`config.mk`:
```
export PLATFORM = sky130hd
export DESIGN_NAME = data_unscale
export DESIGN_NICKNAME = d
export VERILOG_FILES = /design/src/rtl/goertzel_pkg.sv /design/src/rtl/unscale_sat.sv /design/src/rtl/data_unscale.sv
export SDC_FILE = /design/constraint.sdc
export NUM_CORES = 1
export LEC_CHECK = 0
export ABC_CLOCK_PERIOD_IN_PS = 9800
export CAP_MARGIN = 10
export CORE_MARGIN = 2
export CORE_UTILIZATION = 66
export CTS_CLUSTER_SIZE = 8
export DETAILED_ROUTE_END_ITERATION = 8
export GPL_TIMING_DRIVEN = 0
export PLACE_DENSITY_LB_ADDON = 0.1
export SYNTH_ARGS = -nofsm -noshare
export SYNTH_HDL_FRONTEND = slang
export SYNTH_SLANG_ARGS = --single-unit
export TNS_END_PERCENT = 20
```
`constraint.sdc`:
```
create_clock -name clk -period 9.8 [get_ports clk]
set_clock_uncertainty 0.05 [all_clocks]
set_input_delay 1.47 -clock clk [delete_from_list [all_inputs] [get_ports clk]]
set_output_delay 1.47 -clock clk [all_outputs]
set_load 0.01 [all_outputs]
```
`src/rtl/goertzel_pkg.sv`:
```
// goertzel_pkg: shared Q8.24 format constants, scale coefficients and sample type for the Goertzel datapath
package goertzel_pkg;
  localparam int FRAC_W = 24;
  localparam int INT_W = 8;
  localparam int Q_W = FRAC_W + INT_W;
  localparam logic [31:0] SCALE_COEF = 32'h000D_0000;
  localparam logic [31:0] INV_COEF = 32'h13B1_3B14;
  localparam int PROD_FRAC_W = 2 * FRAC_W;
  typedef logic signed [Q_W-1:0] q8_24_t;
  typedef logic signed [63:0] q16_48_t;
endpackage

```
`src/rtl/unscale_sat.sv`:
```
// unscale_sat: rounds a Q16.48 product half-up to an integer and clips it to an 8-bit unsigned code
// Ports: p (Q16.48 signed product) -> d (8-bit code), sat (set when p < 0 or the rounded value exceeds 255)
module unscale_sat
  import goertzel_pkg::*;
(
  input  q16_48_t    p,
  output logic [7:0] d,
  output logic       sat
);
  localparam q16_48_t HALF = q16_48_t'(64'sd1 <<< (PROD_FRAC_W - 1));
  logic [15:0] r;
  logic neg, ovf;
  assign r = 16'((p + HALF) >>> PROD_FRAC_W);
  assign neg = p[63];
  assign ovf = |r[15:8];
  assign sat = neg || ovf;
  assign d = neg ? 8'd0 : ovf ? 8'd255 : r[7:0];
endmodule

```
`src/rtl/data_unscale.sv`:
```
// data_unscale: multiplies Q8.24 samples by 256/13, rounds and saturates to 8 bits through a 2-stage stallable valid/ready pipeline
// Ports: clk, rstn (sync, active-low); s_valid/s_ready/s_data (signed Q8.24 in);
//        m_valid/m_ready/m_data/m_sat/m_last (8-bit code, clip flag, last of each BLOCK_LEN-output block)
module data_unscale
  import goertzel_pkg::q8_24_t;
#(
  parameter logic [31:0] INV_COEF = goertzel_pkg::INV_COEF,
  parameter int unsigned BLOCK_LEN = 205,
  parameter int CNT_W = 16
) (
  input  logic        clk,
  input  logic        rstn,
  input  logic        s_valid,
  output logic        s_ready,
  input  logic [31:0] s_data,
  output logic        m_valid,
  input  logic        m_ready,
  output logic [7:0]  m_data,
  output logic        m_sat,
  output logic        m_last
);
  localparam logic signed [32:0] COEF = $signed({1'b0, INV_COEF});
  localparam logic [CNT_W-1:0] LAST_IDX = CNT_W'(BLOCK_LEN - 1);
  logic v1, v2, adv1, adv2, sat;
  logic signed [63:0] p1;
  logic [7:0] d;
  logic [CNT_W-1:0] cnt;
  q8_24_t x;
  assign x = q8_24_t'(s_data);
  assign adv2 = !v2 || m_ready;
  assign adv1 = !v1 || adv2;
  assign s_ready = adv1;
  assign m_valid = v2;
  // gated by v2 so the flag is low while idle and during reset, even for BLOCK_LEN = 1
  assign m_last = v2 && (cnt == LAST_IDX);
  unscale_sat u_sat (
    .p  (p1),
    .d  (d),
    .sat(sat)
  );
  always_ff @(posedge clk) begin
    if (!rstn) begin
      v1 <= 1'b0;
      v2 <= 1'b0;
      p1 <= '0;
      m_data <= '0;
      m_sat <= 1'b0;
      cnt <= '0;
    end else begin
      if (adv1) begin
        v1 <= s_valid;
        p1 <= 64'(x) * 64'(COEF);
      end
      if (adv2) begin
        v2 <= v1;
        if (v1) begin
          m_data <= d;
          m_sat <= sat;
        end
      end
      if (v2 && m_ready) cnt <= (cnt == LAST_IDX) ? '0 : cnt + CNT_W'(1);
    end
  end
endmodule

```
==> summary.md <==
| Metric | Value |
|---|---|
| Congestion Overflow GR | 0 |
| Top FF cell, synth | dfxtp_1 |
| Initial antenna violation count | 0 |
| Hold crit path type | reg2reg |
| Detailed Route WL | about 43000 um |
| Clock transition at path regs | 0.06 ns |
| Post-synthesis to final-layout area growth | 6.11% |
| Crit path kind | in2reg |
| Site Rows | ~60 |
| Status | finished clean |
| # diodes | 0 |
| Die span in x | ~170 um |
| Final period util | between 80% and 90% |
| Post-synth top area share | just under 40% |
| Setup WS pre-CTS | between 1 and 1.5 ns |
| PortBufs | 47 |
| Initial DRC Count | around 700 |
| Post-synthesis cell area | 0.0184 mm^2 |
| Synthesized instance count | roughly 2000 |
| Headroom to the max-slew limit | a little over a third |
| CP max FO | 12 |
| CP Cell Sequence | clkdlybuf4s50_1 > ha_1 > ha_1 > xnor2_1 > fa_1 > inv_1 > fa_1 > fa_1 > fa_1 > inv_1 > fa_1 > inv_1 > ha_1 > a21o_1 > a211o_1 > a2111oi_0 > o211ai_1 > a222oi_1 > nand2_1 > xnor2_1 > o21ai_0 |
| Layout fillers | roughly 2200 |
| Post-synthesis sequential area ratio | 4.57% |
| Nets | between 2000 and 3000 |
| Max frequency | around 120 MHz |
| Worst skew pair latency | 0.28 ns |
| Asr flop ratio synth | 0% |
| Longest Clk Path Bufs | 2 |
| Die area | 0.0292 mm^2 |
| Initial Util | between 60% and 70% |
| Post-CTS Hold Fix Bufs | 0 |
| Die extent in y | about 170 um |
| Tmin final | ~8.5 ns |
| Core area | ~0.028 mm^2 |
| Vias/cell | 5.44 |
| # Max-Cap Violations | 0 |
| Endpoints failing setup | 0 |
| First-pass GRT wire length | 71700 um |
| Critical path arrival | about 8.6 ns |
| Most common cell after layout, fill and taps aside | inv_1 |
| Final HPWL DP | 38000 um |
| Clock Root Buffer | clkbuf_16 |
| Post-CTS setup buffer count | 0 |
| Net Count, Synth | ~2700 |
| TNS Setup | 0 ns |
| CP Capture Type | flop |
| Mapped Avg Cell Area | slightly above 9 um^2 |
| Critical path's slowest cell | clkdlybuf4s50_1 |
| Final slew viol count | 0 |
| Area contributors post-synth | fa_1 38%, ha_1 25%, inv_1 14%, dfxtp_1 4.6%, a21oi_1 2.4% |
| Area leader, netlist | fa_1 |
| CP required | 9.91 ns |
| Residual DRC | 0 |
| EDFF count, synth | 0 |
| Drt wl/cell | 17.8 um |
| Initial DRT Pass Iterations | 6 |
| Vias in the first global route | about 14000 |
| Antenna Violating Nets Remaining | 0 |
| Area of the multi-input gates | between 0.01 and 0.015 mm^2 |
| Detailed-route via count | 13200 |
| Register bit total from synthesis | 42 |
| Crit path launch type | input pin |
| CP dominant cell by count | fa_1 |
| Synth cell types | 60 |
| CTS Sinks | 42 |
| CTS buffer count | 5 |
| WP buf/inv | 4 |
| Most frequent cells in the layout | 668 x inv_1, 365 x ha_1, 353 x fa_1 |
| Actual slew at the worst max-slew pin | 0.956 ns |
| RSZ-0062 raised after global routing | no |
| I/O pin count | 48 |
| Total area of sequential cells | 841 um^2 |
| Critical Path Max Stage Delay | 0.90 ns |
| Gpl congestion | 0.990 |
| TritonCTS clock tree | yes |
| Worst setup margin | 1.27 ns |
| Share of post-route cells with drive strength above 1 | just over 1% |
| Top delay family on crit path | adder cells |
| Post-CTS Resized | 0 |
| Largest net degree at the start of global routing | 30 |
| Warning count from the yosys run | 0 |
| CTS H-Tree Depth | 2 |
| Overall Global Routing Usage | 32.0% |
| Hold Fails Final Rpt | 0 |
cell families (layout without fill, tap and decap cells):
group           Yosys count  count (layout)  share of synthesized area [%]
simple gates            227             227                           5.98
flops                    42              42                           4.57
fa+ha+maj               718             718                           63.3
buf+inv                 687             743                           14.0
xor+xnor                 79              79                           3.76
mux                       4               4                          0.231
compound gates          234             234                           8.14
metal layers:
| layer | part of all wire [%] | global-route usage (%) | wire (um) |
|---|---|---|---|
| met5 | 0 | 0 | 0 |
| met4 | 4.2 | 11.2 | 1830 |
| met3 | 4.7 | 2.85 | 2050 |
| met2 | 49 | 56.5 | 21400 |
| met1 | 42 | 41.4 | 18000 |
synthesized netlist by cell type, types with 2 or more instances:
cell,instances
o2111ai_1,3
a21o_1,34
inv_1,668
mux2_2,2
o31ai_1,5
a21boi_0,3
or2_2,4
a211oi_1,12
o21ai_0,35
dfxtp_1,42
and2_1,6
a211o_1,4
mux2i_1,2
xor2_1,41
nor3_1,14
and3_1,7
a31oi_1,4
o21bai_1,9
or4_1,4
fa_1,353
nor2_1,58
ha_1,365
nand3_1,32
a21oi_1,87
o211ai_1,14
nor2b_1,8
nand4b_1,3
or3_1,3
nor4_1,10
nand4_1,14
o21a_1,4
nor3b_1,3
xnor2_1,38
buf_1,3
nand2_1,57
clkbuf_1,15
and4_1,2
per-stage QoR:
| step | cells | util [%] | area, um^2 | hold slack, ns |
|---|---|---|---|---|
| after floorplan | 1991 | - | 18400 | 0.406 |
| after global placement | 2416 | 70.0 | 19300 | 0.399 |
| after detailed placement | 2417 | 70.0 | 19300 | 0.399 |
| after CTS | 2425 | 70.6 | 19500 | 0.418 |
| after global routing | 2425 | 70.6 | 19500 | 0.444 |
| final | 2425 | 70.6 | 19500 | 0.414 |
state kept, by name, summed over array words and instances, names as in the netlist:
signal and cells:
v1 1, cnt 16, m_data 8, m_valid 1, p1 15, m_sat 1
tightest hold or removal path: cells and delay by family (launching register included):
| kind | cells | cell delay [ns] |
|---|---|---|
| AOI/OAI and AO/OA | 1 | 0.05 |
| DFF | 1 | 0.31 |
| and+or+nand+nor | 1 | 0.06 |
layout make-up:
type / count / share of cell area, %
buffer: 19 / 0.372
clock buffer: 5 / 0.641
clock inverter: 3 / 0.205
inverter: 668 / 12.9
multi-input combinational: 1262 / 76.7
sequential: 42 / 4.31
tap: 378 / 2.42
timing repair buffer: 48 / 2.49
path summary, 6_finish.rpt:
path	startpoint	to	slack [ns]	cells after the start
hold reg to reg	m_data[0]$_SDFFE_PN0P_	m_data[0]$_SDFFE_PN0P_	0.41	2
hold / removal	m_data[0]$_SDFFE_PN0P_	m_data[0]$_SDFFE_PN0P_	0.41	2
setup reg to reg	cnt[8]$_SDFFE_PN0P_	cnt[14]$_SDFFE_PN0P_	7.37	6
setup / recovery	s_data[8]	p1[52]$_SDFFE_PN0P_	1.27	21
Power is not shown: default switching activity piles up to over one toggle a cycle in this logic, so the estimate is an artifact.
